### src/rtl/pipe_hazard_ctrl.sv
// rtl/pipe_hazard_ctrl.sv - pipeline hazard detection and stall control
//
// Purpose: detects D-stage data hazards against the E and M producers using
// Tuse/Tnew timing. Optionally tracks the busy window of a multi-cycle
// multiply/divide unit and stalls D-stage MDU instructions against it. It also
// keeps a saturating count of stall cycles.
// The MDU tracking is built only when PIPE_HAZARD_CTRL_MDU_EN is defined.
// Otherwise md_cnt/md_busy read 0 and the MDU inputs are ignored.
//
// Ports:
//   clk, reset                 clock (posedge), synchronous active-high reset
//   d_rs_addr/d_rt_addr        source registers of the D instruction
//   d_rs_use/d_rt_use          D instruction actually reads rs / rt
//   d_tuse_rs/d_tuse_rt        cycles until D needs rs / rt
//   e_wa/e_tnew, m_wa/m_tnew   destination and result readiness of E / M
//   d_md_use                   D instruction touches the MDU or HI/LO
//   e_md_start/e_md_op         E starts mult (op=0) or div (op=1)
//   stall/pc_en/fd_en/de_flush pipeline freeze and bubble controls
//   md_busy/md_cnt             MDU busy flag and remaining busy cycles
//   stall_cnt                  saturating count of stalled cycles

module pipe_hazard_ctrl (
   input  logic        clk,
   input  logic        reset,
   input  logic [4:0]  d_rs_addr,
   input  logic [4:0]  d_rt_addr,
   input  logic        d_rs_use,
   input  logic        d_rt_use,
   input  logic [1:0]  d_tuse_rs,
   input  logic [1:0]  d_tuse_rt,
   input  logic [4:0]  e_wa,
   input  logic [1:0]  e_tnew,
   input  logic [4:0]  m_wa,
   input  logic [1:0]  m_tnew,
   input  logic        d_md_use,
   input  logic        e_md_start,
   input  logic        e_md_op,
   output logic        stall,
   output logic        pc_en,
   output logic        fd_en,
   output logic        de_flush,
   output logic        md_busy,
   output logic [3:0]  md_cnt,
   output logic [15:0] stall_cnt
);

   logic        rs_stall;
   logic        rt_stall;
   logic        data_stall;
   logic        md_stall;
   logic [15:0] stall_cnt_q;
   logic [15:0] stall_cnt_d;

   // A source stalls only if the matching producer's result arrives later
   // than the D instruction needs it. $0 never matches.
   always_comb begin
      rs_stall = 1'b0;
      rt_stall = 1'b0;
      if (d_rs_use && (d_rs_addr != 5'd0)) begin
         rs_stall = ((d_rs_addr == e_wa) && (e_tnew > d_tuse_rs)) ||
                    ((d_rs_addr == m_wa) && (m_tnew > d_tuse_rs));
      end
      if (d_rt_use && (d_rt_addr != 5'd0)) begin
         rt_stall = ((d_rt_addr == e_wa) && (e_tnew > d_tuse_rt)) ||
                    ((d_rt_addr == m_wa) && (m_tnew > d_tuse_rt));
      end
      data_stall = rs_stall || rt_stall;
   end

`ifdef PIPE_HAZARD_CTRL_MDU_EN
   logic [3:0] md_cnt_q;
   logic [3:0] md_cnt_d;

   // A start is accepted only when idle; starts during a busy window are
   // dropped silently.
   always_comb begin
      md_cnt_d = md_cnt_q;
      if (md_cnt_q == 4'd0) begin
         if (e_md_start) begin
            md_cnt_d = e_md_op ? 4'd10 : 4'd5;
         end
      end else begin
         md_cnt_d = md_cnt_q - 4'd1;
      end
   end

   always_ff @(posedge clk) begin
      if (reset) begin
         md_cnt_q <= 4'd0;
      end else begin
         md_cnt_q <= md_cnt_d;
      end
   end

   assign md_cnt   = md_cnt_q;
   assign md_busy  = (md_cnt_q != 4'd0);
   // e_md_start counts as busy too, so an MDU op directly behind the
   // starting instruction sees the unit before the counter is loaded.
   assign md_stall = d_md_use && (md_busy || e_md_start);
`else
   logic unused_md_inputs;

   assign unused_md_inputs = ^{d_md_use, e_md_start, e_md_op};
   assign md_cnt   = 4'd0;
   assign md_busy  = 1'b0;
   assign md_stall = 1'b0;
`endif

   assign stall    = data_stall || md_stall;
   assign pc_en    = ~stall;
   assign fd_en    = ~stall;
   assign de_flush = stall;

   always_comb begin
      stall_cnt_d = stall_cnt_q;
      if (stall && (stall_cnt_q != 16'hFFFF)) begin
         stall_cnt_d = stall_cnt_q + 16'd1;
      end
   end

   always_ff @(posedge clk) begin
      if (reset) begin
         stall_cnt_q <= 16'd0;
      end else begin
         stall_cnt_q <= stall_cnt_d;
      end
   end

   assign stall_cnt = stall_cnt_q;

endmodule

### config.mk
export PLATFORM = sky130hd
export DESIGN_NAME = pipe_hazard_ctrl
export DESIGN_NICKNAME = d
export VERILOG_FILES = /design/src/rtl/pipe_hazard_ctrl.sv
export SDC_FILE = /design/constraint.sdc
export NUM_CORES = 1
export LEC_CHECK = 0
export CAP_MARGIN = 10
export CORE_MARGIN = 2
export CORE_UTILIZATION = 45
export CTS_BUF_LIST = sky130_fd_sc_hd__clkbuf_8
export DETAILED_ROUTE_END_ITERATION = 8
export GPL_TIMING_DRIVEN = 0
export PLACE_DENSITY = 0.83
export RECOVER_POWER = 100
export SETUP_SLACK_MARGIN = 0.5
export SYNTH_ARGS = -nofsm -noshare
export SYNTH_HDL_FRONTEND = slang
export SYNTH_SLANG_ARGS = --single-unit
### constraint.sdc
create_clock -name clk -period 3.1 [get_ports clk]
set_input_delay 0.465 -clock clk [delete_from_list [all_inputs] [get_ports clk]]
set_output_delay 0.465 -clock clk [all_outputs]
set_load 0.05 [all_outputs]
### Word level (Yosys, flattened, before mapping)

Cells that the tools add are included.

* word-level logic and storage cells: 26
* bits in registers: 16
* output and inout bits: 25

* reductions and logical operators: 12
* $lt $le $gt $ge: 4
* muxes and demuxes: 2
* equal/unequal tests: 5
* $add $sub $neg: 1
* bitwise gates (word level): 1

Operators by type and width (number)
* 5-bit == test: 4
* 16-bit by 1-bit adder with 16-bit output, second input constant: 1
* 16-bit != test, second input constant: 1
* 5-bit nonzero test: 2
* 2-bit > comparator: 4
* 1-bit logical AND: 7
* 1-bit logical OR: 3
* 1-bit two-way mux: 2
* 1-bit NOT: 1

### Depth between registers and ports, before layout

* depth after elaboration: 6
* depth in mapped cells: 9

### Worst setup path before layout

No wires, ideal clock.

* path kind: in2out
* start: input port d_rs_addr[1]
* end: output port stall
* buffers on the path: 1
* stages on the path: 6
* arrival time: 2885 ps
* data required time: 2635 ps
* path slack: -250 ps
* cells stage by stage: or4_1 o21ai_0 o21ba_2 nor2_1 inv_1 buf_4

* word-level cells in the longest chain between the ends: 5
* elaborated cells between the ends (all ways): 9

Ends and longest elaborated chain
* from (decl): line 25 `input logic [4:0] d_rs_addr,`
* 5-bit == test (on tied branches): line 60, 61
* 1-bit logical AND (on tied branches): line 60, 61
* 1-bit logical OR: line 60 `rs_stall = ((d_rs_addr == e_wa) && (e_tnew > d_tuse_rs)) ||`
* 1-bit two-way mux *: line 59 `if (d_rs_use && (d_rs_addr != 5'd0)) begin`
* 1-bit logical OR *: line 67 `data_stall = rs_stall || rt_stall;`
* to (decl): line 38 `output logic stall,`

Every way passes the cells marked *; elsewhere a longest branch is shown, timed or not.

### Final worst setup path

* start: input port d_tuse_rt[1]
* end: output port fd_en

* word-level cells in the longest chain between the ends: 6
* elaborated cells between the ends (all ways): 8

Ends and longest elaborated chain
* from (decl): line 30 `input logic [1:0] d_tuse_rt,`
* 2-bit > comparator (on tied branches): line 64, 65
* 1-bit logical AND (on tied branches): line 64, 65
* 1-bit logical OR *: line 64 `rt_stall = ((d_rt_addr == e_wa) && (e_tnew > d_tuse_rt)) ||`
* 1-bit two-way mux *: line 63 `if (d_rt_use && (d_rt_addr != 5'd0)) begin`
* 1-bit logical OR *: line 67
* 1-bit NOT *: line 111 `assign fd_en = ~stall;`
* to (decl): line 40 `output logic fd_en,`

Marks and branches as above.

==> flow_summary.yaml <==
status:
  status: "completed"
yosys:
  synthTopCellsByArea: "dfxtp_1, ha_1, xnor2_1, mux2_1, nor2b_1"
  synth_common_cells: "nor2_1, dfxtp_1, nor2b_1"
  postSynthAreaPerCell_um2: 8.34
  synthesis.area_um2: 1490
  synth_cell_types: 34
  async_flop_share_pct: 0
  synth-seq-cells: 16
  synth_edf_count: 0
  yosysMostFrequentCell: "nor2_1"
  yosysTopAreaCellShare_pct: 21.5
  synth_top_area_cell: "dfxtp_1"
  synth_seq_area_share_pct: 21.5
  synth_ff_type: "dfxtp_1"
  synth_warnings: 0
  netlist_instances: 179
worst_setup_path:
  crit_type: "input port to output pin"
  r2r_end: "stall_cnt[10]"
  critPathMaxStageDelay_ns: 0.49
  path_delay_family: "simple AND/OR/NAND/NOR gates"
  cp.required_ns: 2.63
  worstSetupEndpointType: "output pin"
  cp_max_fo: 3
  r2r_setup_slack_ns: 0.54
  path_buf_inv: 4
  crit_chain: "clkbuf_2 > inv_2 > buf_4 > ha_4 > nand2_2 > nand4_1 > nor4_1 > o221a_4 > nor2_4 > clkbuf_1"
  r2r_cells: 8
  worstPathArrival_ns: 2.25
  cp_slowest_cell: "nor4_1"
  cp-start-kind: "input port"
  r2r_start: "stall_cnt[0]"
final_layout:
  largest_reg_flops: 16
  fill_cells: 218
  drive_above_1_share_pct: 35.9
  multi_input_area_um2: 1310
  num_antenna_cells: 0
  area_growth_pct: 64.0
  layoutNonFillerInstCount: 295
  fin_util_pct: 78.9
  seqCellArea_um2: 320
  final_nets: 296
  fin_area_um2: 2450
placement:
  placed_cell_area_um2: 2100
  dp_cells: 277
  io_buffers: 50
  dp_slack_ns: -0.537
  dpl.hpwl_um: 2990
  routabilityCongestion: 0.831
min_path:
  worstHoldStart: "stall_cnt[15]"
  hold-path-endpoint: "stall_cnt[15]"
  min_path_cells: 2
  hold_class: "flip-flop to flip-flop"
floorplan:
  ios: 60
  start_util_pct: 48.1
  die_area_um2: 3790
  die_x_um: 61.6
  core-area_um2: 3100
  rows: 20
  die_h_um: 61.6
clocking:
  clk_pin_slew_ns: 0.07
  cts.root.buffer_cell: "clkbuf_8"
  clk_latency_ns: 0.25
  clockBufferDepth: 2
  cts.sinks: 16
  numCtsBuffers: 3
  cts_max_level: 1
  cts_tree: "built"
grt:
  grt-ovfl-total: 0
  grt_max_degree: 11
  grt_pass1_wl_um: 6840
  grt.total_usage_pct: 24.4
  grt_pass1_vias: 1510
  antenna_found_initial: 0
sta:
  fin_ws_ns: 0.383
  fin_crit_ns: 2.72
  worst_hold_slack_ns: 0.576
  setup_viol: 0
  maxSlewViolCount: 0
  setup_tns_ns: 0
  fin_crit_sh_pct: 87.6
  final_hold_viol_count: 0
  slew_headroom_pct: 59.2
  grt_setup_unrepaired: "true"
  finClkSkew_ns: 0.00111
  worstMarginPinSlew_ns: 0.614
  timing.fmax_mhz: 368
route:
  drt-wirelength-per-cell_um: 16.8
  dr.pass1.iters: 4
  route.detailed.drc: 0
  via_per_inst: 5.70
  vias: 1681
  wl_um: 4950
  drtIter0Drc: 92
  drt.antenna.violating_nets: 0
power_and_ir_drop:
  vdd_drop_max_mv: 0.173
  finalPower_mw: 0.596
  powerDensity_nw_per_um2: 244
  p_leak_nw: 1.05
job:
  drv_cap: 0
cell usage in the layout (no fill, tap or decap), drive strengths merged, types with 3 or more instances in the layout:
master         instances
o221ai                 3
dlygate4sd3           16
nand2                  8
a211oi                 5
xor2                   8
nand3                  4
nor2                  18
dfxtp                 16
inv                   11
nand4                 10
buf                   26
clkdlybuf4s15          5
ha                     9
conb                   5
xnor2                 12
nor4                   5
a2111oi                4
o211ai                 3
or4                    3
clkbuf                21
nor2b                 13
dlymetal6s2s          10
a21oi                  9
mux2                  14
metal layers:
| metal | vias to the layer above | part of all wire (%) | GRT usage (%) | routed length [um] |
|---|---|---|---|---|
| li1 | 773 | - | - | - |
| met1 | 796 | 37 | 28.0 | 1830 |
| met2 | 89 | 52 | 44.1 | 2570 |
| met3 | 23 | 7.3 | 4.62 | 362 |
| met4 | 0 | 3.8 | 9.42 | 187 |
| met5 | - | 0 | 0 | 0 |
how the worst max path moves through the flow:
stage / start / end / slack (ns) / depth (start not counted)
after floorplan: d_rs_addr[1] / stall / 0.36 / 6
after global placement: d_tuse_rt[1] / stall / -0.53 / 11
after detailed placement: d_tuse_rt[1] / stall / -0.54 / 11
after CTS: d_rt_addr[1] / stall / 0.50 / 7
after global routing: d_tuse_rt[1] / stall / 0.25 / 12
final: d_tuse_rt[1] / fd_en / 0.38 / 10
worst register-to-register path, cell delays in order, from the launching register on:
cell and delay [ns]:
dfxtp_1 0.43, ha_1 0.24, nand4_1 0.16, nor4_2 0.38, nor2b_1 0.33, buf_2 0.29
inv_1 0.12, o211ai_1 0.12, mux2_2 0.36
repair_timing:
item,CTS,global route
hold buffers,0,0
setup endpoints to repair,17,17
resized for setup,70,56
pin swaps,19,20
buffers inserted,7,7
gates cloned,0,0
power by group:
part / internal, mW / total (mW) / switching, mW
Sequential: 0.206 / 0.207 / 0.000855
Clock: 0.113 / 0.191 / 0.0776
Combinational: 0.0882 / 0.199 / 0.110
Total: 0.407 / 0.596 / 0.189
cell type report:
type,instances,area share [%]
inverter,12,1.99
tap,44,2.25
clock buffer,4,2.25
timing repair buffer,64,23.0
sequential,16,13.1
buffer,13,4.04
multi-input combinational,142,53.4
cells by family after synthesis:
kind of cell	Yosys count	share of synthesized area, %
mux	14	10.6
other cells	1	0.251
xor+xnor	20	11.7
flops	16	21.5
buf+inv	25	8.30
compound gates	29	15.7
simple gates	65	24.5
fa+ha+maj	9	7.54
Note: power is estimated with default switching activity, not from simulation.
